$ cat src/rtl/disk_loader_pkg.sv
// disk_loader_pkg
//   Shared types and helpers for the disk track loader.
//   state_t      : loader FSM states (IDLE, READ, FLUSH)
//   SECTOR_BYTES : size of one SD block / track RAM sector
//   track_lba()  : first SD block of a track, zero-extended product
package disk_loader_pkg;

   typedef enum logic [1:0] {
      IDLE  = 2'd0,
      READ  = 2'd1,
      FLUSH = 2'd2
   } state_t;

   localparam int unsigned SECTOR_BYTES = 512;

   // Wide result; callers truncate to their own sd_lba width.
   function automatic logic [63:0] track_lba(input logic [31:0] trk,
                                             input logic [31:0] secs);
      return 64'(trk) * 64'(secs);
   endfunction

endpackage

$ cat src/rtl/disk_loader_arb.sv
// disk_loader_arb
//   Fixed-priority pick over pending drive requests, lowest index wins.
//   Purely combinational.
//   req   : per-drive pending flags
//   valid : at least one request pending
//   idx   : index of the lowest pending request (0 when none)
module disk_loader_arb #(
   parameter int unsigned N     = 2,
   parameter int unsigned IDX_W = 1
) (
   input  logic [N-1:0]     req,
   output logic             valid,
   output logic [IDX_W-1:0] idx
);

   always_comb begin
      valid = 1'b0;
      idx   = '0;
      // Scan downwards so the lowest set bit is the last one written.
      for (int unsigned i = N; i > 0; i--) begin
         if (req[i-1]) begin
            valid = 1'b1;
            idx   = IDX_W'(i - 1);
         end
      end
   end

endmodule

$ cat src/rtl/disk_track_loader.sv
// disk_track_loader
//   Multi-drive track cache filler. Loads whole disk tracks from SD block
//   images into track RAM whenever a drive's head track changes or a new
//   image is mounted, and stalls the CPU while the track is unavailable.
//
//   Ports:
//     clk_sys      system clock
//     reset_n      asynchronous active-low reset
//     track        head track per drive, drive d at [d*TRACK_W +: TRACK_W]
//     img_mounted  1-cycle mount pulse per drive
//     img_valid    image present per drive
//     sd_lba       SD block address of the transfer in progress
//     sd_rd        per-drive read request (one-hot or zero)
//     sd_wr        per-drive write request (one-hot or zero)
//     sd_ack       per-drive block acknowledge from hps_io
//     dirty        per-drive track RAM modified flag
//     dirty_clr    1-cycle pulse when a drive's flush has completed
//     cur_drive    drive owning the SD port / track RAM bank select
//     track_sec    sector index within the track (high track RAM address)
//     cpu_wait     CPU stall request
//     busy         loader not idle
//
//   Build option: define TRACK_WRITEBACK_EN to write a dirty track back to
//   its image before loading the new one. Without it sd_wr and dirty_clr
//   stay 0 and dirty is ignored.
module disk_track_loader
   import disk_loader_pkg::*;
#(
   parameter int unsigned DRIVES         = 2,
   parameter int unsigned TRACK_W        = 6,
   parameter int unsigned SECS_PER_TRACK = 13,
   parameter int unsigned LBA_W          = 32,
   parameter int unsigned WAIT_FULL      = 1,
   localparam int unsigned DRV_W = (DRIVES > 1) ? $clog2(DRIVES) : 1,
   localparam int unsigned SEC_W = (SECS_PER_TRACK > 1) ? $clog2(SECS_PER_TRACK) : 1
) (
   input  logic                        clk_sys,
   input  logic                        reset_n,
   input  logic [DRIVES*TRACK_W-1:0]   track,
   input  logic [DRIVES-1:0]           img_mounted,
   input  logic [DRIVES-1:0]           img_valid,
   output logic [LBA_W-1:0]            sd_lba,
   output logic [DRIVES-1:0]           sd_rd,
   output logic [DRIVES-1:0]           sd_wr,
   input  logic [DRIVES-1:0]           sd_ack,
   input  logic [DRIVES-1:0]           dirty,
   output logic [DRIVES-1:0]           dirty_clr,
   output logic [DRV_W-1:0]            cur_drive,
   output logic [SEC_W-1:0]            track_sec,
   output logic                        cpu_wait,
   output logic                        busy
);

   localparam logic [SEC_W-1:0] LAST_SEC = SEC_W'(SECS_PER_TRACK - 1);

   state_t                state, state_n;
   logic [TRACK_W-1:0]    cur_track   [DRIVES];
   logic [TRACK_W-1:0]    cur_track_n [DRIVES];
   logic [TRACK_W-1:0]    trk_in      [DRIVES];
   logic [DRIVES-1:0]     need, need_n, mismatch;
   logic [DRIVES-1:0]     ack_q;
   logic [DRIVES-1:0]     sd_rd_n, sd_wr_n, dirty_clr_n;
   logic [LBA_W-1:0]      sd_lba_n;
   logic [DRV_W-1:0]      cur_drive_n;
   logic [SEC_W-1:0]      track_sec_n;
   logic                  cpu_wait_n;
   logic                  pick_valid;
   logic [DRV_W-1:0]      pick_idx;
   logic                  ack_rise, ack_fall, xfer_on;

`ifndef TRACK_WRITEBACK_EN
   logic [DRIVES-1:0]     unused_dirty;
   assign unused_dirty = dirty;
`endif

   disk_loader_arb #(
      .N     (DRIVES),
      .IDX_W (DRV_W)
   ) u_arb (
      .req   (need),
      .valid (pick_valid),
      .idx   (pick_idx)
   );

   always_comb begin
      for (int unsigned d = 0; d < DRIVES; d++) begin
         trk_in[d]   = track[d*TRACK_W +: TRACK_W];
         mismatch[d] = (trk_in[d] != cur_track[d]);
      end
   end

   // Only the owning drive's acknowledge is observed.
   assign ack_rise = sd_ack[cur_drive] & ~ack_q[cur_drive];
   assign ack_fall = ~sd_ack[cur_drive] & ack_q[cur_drive];
   assign xfer_on  = |(sd_rd | sd_wr);
   assign busy     = (state != IDLE);

   always_comb begin
      state_n     = state;
      cur_track_n = cur_track;
      need_n      = need | mismatch | img_mounted;
      sd_lba_n    = sd_lba;
      sd_rd_n     = sd_rd;
      sd_wr_n     = sd_wr;
      dirty_clr_n = '0;
      cur_drive_n = cur_drive;
      track_sec_n = track_sec;
      cpu_wait_n  = cpu_wait;

      case (state)
         IDLE: begin
            if (pick_valid) begin
               cur_track_n[pick_idx] = trk_in[pick_idx];
               // A mount arriving in the service cycle stays pending.
               need_n[pick_idx]      = img_mounted[pick_idx];
               if (img_valid[pick_idx]) begin
                  cur_drive_n = pick_idx;
                  track_sec_n = '0;
                  cpu_wait_n  = 1'b1;
`ifdef TRACK_WRITEBACK_EN
                  if (dirty[pick_idx]) begin
                     // Flush goes to the track that is still in RAM.
                     sd_lba_n          = LBA_W'(track_lba(32'(cur_track[pick_idx]),
                                                          32'(SECS_PER_TRACK)));
                     sd_wr_n[pick_idx] = 1'b1;
                     state_n           = FLUSH;
                  end else
`endif
                  begin
                     sd_lba_n          = LBA_W'(track_lba(32'(trk_in[pick_idx]),
                                                          32'(SECS_PER_TRACK)));
                     sd_rd_n[pick_idx] = 1'b1;
                     state_n           = READ;
                  end
               end
            end
         end

         default: begin
            if (ack_rise) begin
               sd_lba_n = sd_lba + LBA_W'(1);
               if (track_sec == LAST_SEC) begin
                  sd_rd_n = '0;
                  sd_wr_n = '0;
               end
            end else if (ack_fall) begin
               if (!xfer_on) begin
                  // Final sector done; track_sec stays on the last sector.
`ifdef TRACK_WRITEBACK_EN
                  if (state == FLUSH) begin
                     dirty_clr_n[cur_drive] = 1'b1;
                     sd_lba_n               = LBA_W'(track_lba(32'(cur_track[cur_drive]),
                                                               32'(SECS_PER_TRACK)));
                     sd_rd_n[cur_drive]     = 1'b1;
                     track_sec_n            = '0;
                     state_n                = READ;
                  end else
`endif
                  begin
                     cpu_wait_n = 1'b0;
                     state_n    = IDLE;
                  end
               end else begin
                  track_sec_n = track_sec + SEC_W'(1);
                  if (WAIT_FULL == 0 && state == READ && track_sec == '0)
                     cpu_wait_n = 1'b0;
               end
            end
         end
      endcase
   end

   always_ff @(posedge clk_sys or negedge reset_n) begin
      if (!reset_n) begin
         state     <= IDLE;
         for (int unsigned d = 0; d < DRIVES; d++)
            cur_track[d] <= '0;
         need      <= '0;
         ack_q     <= '0;
         sd_lba    <= '0;
         sd_rd     <= '0;
         sd_wr     <= '0;
         dirty_clr <= '0;
         cur_drive <= '0;
         track_sec <= '0;
         cpu_wait  <= 1'b0;
      end else begin
         state     <= state_n;
         cur_track <= cur_track_n;
         need      <= need_n;
         ack_q     <= sd_ack;
         sd_lba    <= sd_lba_n;
         sd_rd     <= sd_rd_n;
         sd_wr     <= sd_wr_n;
         dirty_clr <= dirty_clr_n;
         cur_drive <= cur_drive_n;
         track_sec <= track_sec_n;
         cpu_wait  <= cpu_wait_n;
      end
   end

endmodule

$ cat config.mk
export PLATFORM = sky130hd
export DESIGN_NAME = disk_track_loader
export DESIGN_NICKNAME = d
export VERILOG_FILES = /design/src/rtl/disk_loader_pkg.sv /design/src/rtl/disk_loader_arb.sv /design/src/rtl/disk_track_loader.sv
export SDC_FILE = /design/constraint.sdc
export NUM_CORES = 1
export LEC_CHECK = 0
export ABC_CLOCK_PERIOD_IN_PS = 3800
export CAP_MARGIN = 10
export CORE_ASPECT_RATIO = 1.75
export CORE_MARGIN = 5
export CORE_UTILIZATION = 53
export DETAILED_ROUTE_END_ITERATION = 7
export PLACE_DENSITY = 0.81
export SLEW_MARGIN = 30
export SYNTH_ARGS = -nofsm -noshare
export SYNTH_HDL_FRONTEND = slang
export SYNTH_SLANG_ARGS = --single-unit
$ cat constraint.sdc
create_clock -name clk_sys -period 3.8 [get_ports clk_sys]
set_input_delay 0.57 -clock clk_sys [delete_from_list [all_inputs] [get_ports clk_sys]]
set_output_delay 0.57 -clock clk_sys [all_outputs]
set_load 0.005 [all_outputs]
==> results of run 1 <==
## worst max-delay path: stages, from the launching register on
cell and delay (ns):
dfrtp_1 0.46, nand2b_1 0.34, mux2_2 0.42, ha_1 0.30
fa_1 0.51, fa_1 0.47, a211oi_1 0.28, o21bai_1 0.11
a21oi_1 0.18, xnor2_1 0.08, a221o_1 0.28
## state kept, by name, indices dropped and copies added (netlist names)
signal and count:
cur_drive 1, sd_rd 2, need 2, sd_lba 32
cpu_wait 1, ack_q 2, cur_track 12, track_sec 4
## per-stage QoR
| step | util [%] | worst slack (ns) |
|---|---|---|
| finish | 66.7 | 0.266 |
| global route | 66.7 | 0.0143 |
| CTS | 66.4 | 0.228 |
| detailed placement | 63.7 | 0.0430 |
| global placement | 63.7 | 0.0719 |
| floorplan | - | 0.463 |
## power breakdown
group          total (mW)  internal, mW  switching, mW  leakage [nW]
sequential          0.888         0.726          0.162         0.698
clock               0.546         0.330          0.215        0.0871
combinational       0.845         0.430          0.415          1.09
total                2.28          1.49          0.792          1.87
## synth_stat cells, drive strengths merged (2+ instances only)
| cell type | instances |
|---|---|
| nor4 | 7 |
| nor3b | 2 |
| ha | 18 |
| o31ai | 3 |
| fa | 3 |
| buf | 10 |
| a21oi | 20 |
| or3 | 9 |
| a22oi | 4 |
| nor2b | 2 |
| xnor2 | 11 |
| or2 | 2 |
| a22o | 3 |
| mux2 | 8 |
| o21a | 2 |
| nor2 | 27 |
| inv | 12 |
| a221o | 2 |
| a211oi | 4 |
| o2111ai | 3 |
| nand2b | 2 |
| nor3 | 6 |
| nand3 | 8 |
| and2 | 4 |
| and4b | 2 |
| o211ai | 4 |
| o22ai | 2 |
| a41oi | 2 |
| clkbuf | 6 |
| nand2 | 45 |
| xor2 | 16 |
| mux2i | 7 |
| or4 | 6 |
| a21o | 3 |
| o21ai | 23 |
| nand4 | 12 |
| dfrtp | 56 |
| o21bai | 4 |
## cell families after synthesis
group / count (synthesis)
simple gates: 137
compound gates: 82
flops: 56
buf+inv: 28
xor+xnor: 27
fa+ha+maj: 21
mux: 15
other cells: 1
## cell usage in the layout (no fill, tap or decap), types with 5 or more instances in the layout
cell type and instances:
mux2i_1 7, nor4_1 6, nand2_1 45, dfrtp_1 56, xor2_1 16, ha_1 18
inv_1 12, nand4_1 10, buf_4 5, clkdlybuf4s50_1 59, or4_1 6, o21ai_0 23
mux2_2 8, a21oi_1 20, or3_1 5, nor2_1 27, nand3_1 8, clkbuf_16 5
nor3_1 5, xnor2_1 11
## layout make-up
class / instances / area [um^2] / share of cell area, %
clock inverters: 2 / 38.8 / 0.890
clock buffers: 6 / 139 / 3.19
flip-flops and latches: 56 / 1400 / 32.1
well taps: 82 / 103 / 2.35
multi-input cells: 286 / 1980 / 45.4
repair buffers: 66 / 653 / 15.0
inverters: 12 / 45.0 / 1.03
## how the worst max path moves through the flow
stage                     end  cells past startpoint  slack [ns]
global placement    sd_lba[9]                     11        0.07
detailed placement  sd_lba[9]                     11        0.04
global route        sd_lba[9]                     12        0.01
CTS                 sd_lba[9]                     10        0.23
floorplan           sd_lba[9]                     12        0.46
finish              sd_lba[9]                     10        0.27
## routing by layer
layer | share of wire (%) | vias up | track usage, % | wire length (um)
met4 | 3.4 | 0 | 9.88 | 280
met3 | 4.3 | 24 | 3.14 | 360
met2 | 54 | 88 | 36.5 | 4460
li1 | - | 1439 | - | -
met1 | 38 | 1453 | 23.2 | 3190
met5 | 0 | - | 0 | 0
==> qor.yml, run 1 <==
place.gp.congestion: 0.878
area_delta_synth_final_pct: 23.0
post_drt_wl_per_cell_um: 16.3
fin_crit_ns: 3.53
syn_inst: 367
htree_levels: 2
synth_edf_count: 0
cp.required_ns: 3.99
startpoint: "need[0]"
cts_tree: "built"
ys_warn_count: 0
rsz0062_at_grt: "no"
final_max_slew_viol_count: 0
critical_path.max_fanout: 7
clock_skew_ns: 0.00660
die_y_um: 118
clock_latency_ns: 0.30
synth_top_area_cell: "dfrtp_1"
cp-end-kind: "flop"
track_usage_pct: 20.5
hp-class: "primary input to asynchronous set/reset pin"
dieArea_mm2: 0.00849
antenna_left: 0
die_x_um: 71.8
hold_viol: 0
ys_types: 56
period_share_pct: 93.0
vias: 3004
setup_tns_ns: 0
ioPinCount: 67
synth_compound_area_share_pct: 15.6
io_buffers: 60
antenna_found_initial: 0
rows: 39
ys.flop_type: "dfrtp_1"
setup_violations: 0
firstDrtPassIters: 4
max-clock-path-buffers: 2
p_total_mw: 2.28
r2r_setup_slack_ns: 0.27
coreArea_mm2: 0.00654
synthArstFlopShare_pct: 100
crit_type: "flop to flop"
synth_seq_cells: 56
synthMuxAreaShare_pct: 4.52
synth_simple_gate_area_share_pct: 20.6
reg2reg_depth: 10
clock.fmax_mhz: 283
worst_pin_slew_ns: 0.856
via_per_inst: 5.89
drt_wl_total_mm: 8.30
clk_pin_slew_ns: 0.07
outcome: "finished clean"
maxCapViolCount: 0
whs_ns: 0.136
max_slew_margin_pct: 42.9
dp_cells: 501
synth_area_mm2: 0.00355
post-cts-setup-buffers: 0
worstPathArrival_ns: 3.72
synth_top_family_by_area: "simple AND/OR/NAND/NOR gates"
clock_sinks: 56
ir_worst_vdd_mv: 0.419
grt_max_degree: 38
grt_overflow_total: 0
cts.repair.resized: 0
post-route-cell-area_mm2: 0.00436
power_density_mw_per_mm2: 523
post-dp-hpwl_mm: 6.33
first_global_vias: 2991
start_util_pct: 54.2
synthXorXnorAreaFrac_pct: 6.67
first_iter_violations: 157
hold_buffers: 0
r2r_end: "sd_lba[9]"
nNetsFinal: 470
diodes: 0
synthAdderAreaFrac_pct: 8.05
drive_gt1_share_pct: 9.35
synth_area_leaders: "dfrtp_1 (40%), ha_1 (6.4%), nand2_1 (4.8%)"
route.detailed.drc: 0
seq_area_frac_synth_pct: 39.5
cts_buffers: 5
rr_startpoint: "need[0]"
fillers: 548
root_buffer: "clkbuf_16"
p_leak_nw: 1.87
synth.top_cell.area_share_pct: 39.5
critPathLaunchType: "flop"
grt_pass1_wl_mm: 14.0
fin_cells: 510
avgSynthCellArea_um2: 9.66
placed_area_mm2: 0.00416
Note: power is estimated with default switching activity, not from simulation.
==> run 2, diff against run 1 <==
--- a/config.mk
+++ b/config.mk
@@ -8,11 +8,12 @@
 export ABC_CLOCK_PERIOD_IN_PS = 3800
 export CAP_MARGIN = 10
 export CORE_ASPECT_RATIO = 1.75
-export CORE_MARGIN = 5
 export CORE_UTILIZATION = 53
 export DETAILED_ROUTE_END_ITERATION = 7
 export PLACE_DENSITY = 0.81
+export REMOVE_ABC_BUFFERS = 1
 export SLEW_MARGIN = 30
 export SYNTH_ARGS = -nofsm -noshare
 export SYNTH_HDL_FRONTEND = slang
 export SYNTH_SLANG_ARGS = --single-unit
+export TNS_END_PERCENT = 100
==> qor.yml, run 2 (synthesis results as in run 1) <==
r2r_setup_slack_ns: 0.28  # about the same
slowest_stage: "fa_1"
p_leak_nw: 1.86  # -0.49%
grt_pass1_wl_mm: 13.6  # -2.7%
first_iter_violations: 160  # +1.9%
setup_violations: 0  # unchanged
slowest_delay_ns: 0.52  # about the same
drt_wl_total_mm: 8.30  # about the same
cpLargestDelayFamily: "adder cells"
htree_levels: 2  # unchanged
via_per_inst: 5.89  # about the same
crit_path_frequent_cell: "fa_1"
drive_gt1_share_pct: 9.98  # +0.63 points
clock.fmax_mhz: 284  # +0.27%
rr_startpoint: "need[1]"
highest_layer: "met4"
utilization_pct: 67.0  # +0.33 points
first_global_vias: 2970  # -0.70%
reg2reg_depth: 10  # unchanged
clk_pin_slew_ns: 0.07  # about the same
fillers: 523  # -4.6%
final_cell_mix: "clkdlybuf4s50_1 (59), dfrtp_1 (56), nand2_1 (45), nor2_1 (27), o21ai_0 (23)"
path_buf_inv: 0  # unchanged
reg_top3: "sd_lba: 32 flops, cur_track: 12 flops, track_sec: 4 flops"
cts_tree: "built"
crit_chain: "nand2b_1, mux2_2, ha_1, fa_1, fa_1, a211oi_1, o21bai_1, a21oi_1, xnor2_1, a221o_1"
grt_max_degree: 38  # unchanged
root_buffer: "clkbuf_16"
mostFrequentLayoutCell: "clkdlybuf4s50_1"
max_slew_margin_pct: 54.9  # +12 points
coreArea_mm2: 0.00649  # -0.75%
cts_buffers: 5  # unchanged
worst_pin_slew_ns: 0.674  # -0.181 ns
power_density_mw_per_mm2: 510  # -2.3%
post_drt_wl_per_cell_um: 16.2  # -0.49%
cp-end-kind: "flop"
area_delta_synth_final_pct: 22.7
vias: 3020  # +0.53%
start_util_pct: 54.6  # +0.41 points
route.detailed.drc: 0  # unchanged
regMostFlops: "sd_lba"
post-dp-hpwl_mm: 6.27  # -0.95%
antenna_left: 0  # unchanged
firstDrtPassIters: 4  # unchanged
ioPinCount: 67  # unchanged
place.gp.congestion: 0.872  # -0.62%
critPathLaunchType: "flop"
wl_met2_mm: 4.70  # +5.3%
maxCapViolCount: 0  # unchanged
cts.repair.resized: 0  # unchanged
fin_crit_ns: 3.52  # -0.00962 ns
wl_met3_um: 278  # -23%
hold_buffers: 0  # unchanged
ir_worst_vdd_mv: 0.395  # -5.6%
diodes: 0  # unchanged
clock_sinks: 56  # unchanged
die_x_um: 63.8  # -11%
antenna_found_initial: 0  # unchanged
period_share_pct: 92.7  # -0.25 points
seqCellArea_mm2: 0.00140  # unchanged
grt_overflow_total: 0  # unchanged
clock_latency_ns: 0.30  # about the same
hold_viol: 0  # unchanged
io_buffers: 60  # unchanged
clock_skew_ns: 0.00645  # -0.000150 ns
hp-class: "primary input to asynchronous set/reset pin"
rsz0062_at_grt: "no"
crit_type: "flop to flop"
final_max_slew_viol_count: 0  # unchanged
post-cts-setup-buffers: 0  # unchanged
track_usage_pct: 25.3  # +4.8 points
nNetsFinal: 473  # +0.64%
post-route-cell-area_mm2: 0.00435  # -0.26%
cp.required_ns: 3.98  # about the same
rows: 39  # unchanged
largest_reg_flops: 32  # unchanged
max-clock-path-buffers: 2  # unchanged
worstPathArrival_ns: 3.71  # about the same
dieArea_mm2: 0.00703  # -17%
outcome: "finished clean"
r2r_end: "sd_lba[9]"
setup_tns_ns: 0  # unchanged
drt-met1-wl_mm: 3.02  # -5.5%
die_y_um: 110  # -6.8%
multi_input_area_mm2: 0.00198  # unchanged
placed_area_mm2: 0.00419  # +0.72%
critical_path.max_fanout: 6  # -1
run 2: cell types whose count changed in the layout (fill, tap and decap cells not counted):
cell,delta
buf_12,-1
buf_4,+5
bufinv_16,-1
buf_2,-1
clkinv_4,-1
clkinvlp_4,+2
run 2: how the worst max path moves through the flow:
stage | end | from | cells after the start | slack, ns
2_1_floorplan | sd_lba[9] | need[0] | 11 | 0.42
3_3_place_gp | sd_lba[9] | track[2] | 11 | 0.08
3_5_place_dp | sd_lba[9] | track[2] | 11 | 0.009
4_1_cts | sd_lba[9] | need[1] | 10 | 0.25
5_1_grt | sd_lba[9] | need[1] | 10 | 0.14
6_report | sd_lba[9] | need[1] | 10 | 0.28
run 2: area by class of cell:
type / count / area share (%)
Inverter: 12 / 1.04
Sequential cell: 56 / 32.2
Tap cell: 82 / 2.36
Multi-Input combinational cell: 286 / 45.5
Clock buffer: 6 / 3.19
Clock inverter: 2 / 0.345
Timing Repair Buffer: 69 / 15.3
run 2: stage by stage:
stage	worst slack, ns	std cells	hold WS [ns]	power, mW
after detailed placement	0.00859	505	0.482	1.75
after floorplan	0.419	354	0.274	1.39
final	0.276	513	0.229	2.22
after CTS	0.250	513	0.418	2.23
after global placement	0.0772	505	0.479	1.71
after global routing	0.140	513	0.265	2.37
run 2: layer usage:
metal  vias up  GRT usage [%]
met3        22           4.73
met4         0           13.6
met2        79           48.3
met5         -              0
met1      1469           25.4
li1       1450              -
run 2: worst reg2reg max path, stage by stage (launching register included):
cell and delay (ns):
dfrtp_1 0.43, nand2b_1 0.29, mux2_2 0.43, ha_1 0.31, fa_1 0.52, fa_1 0.46, a211oi_1 0.29, o21bai_1 0.13
a21oi_1 0.19, xnor2_1 0.09, a221o_1 0.29
run 2: power breakdown:
group	switching, mW	internal, mW
registers	0.144	0.727
logic	0.434	0.436
clock network	0.217	0.263
total	0.795	1.42
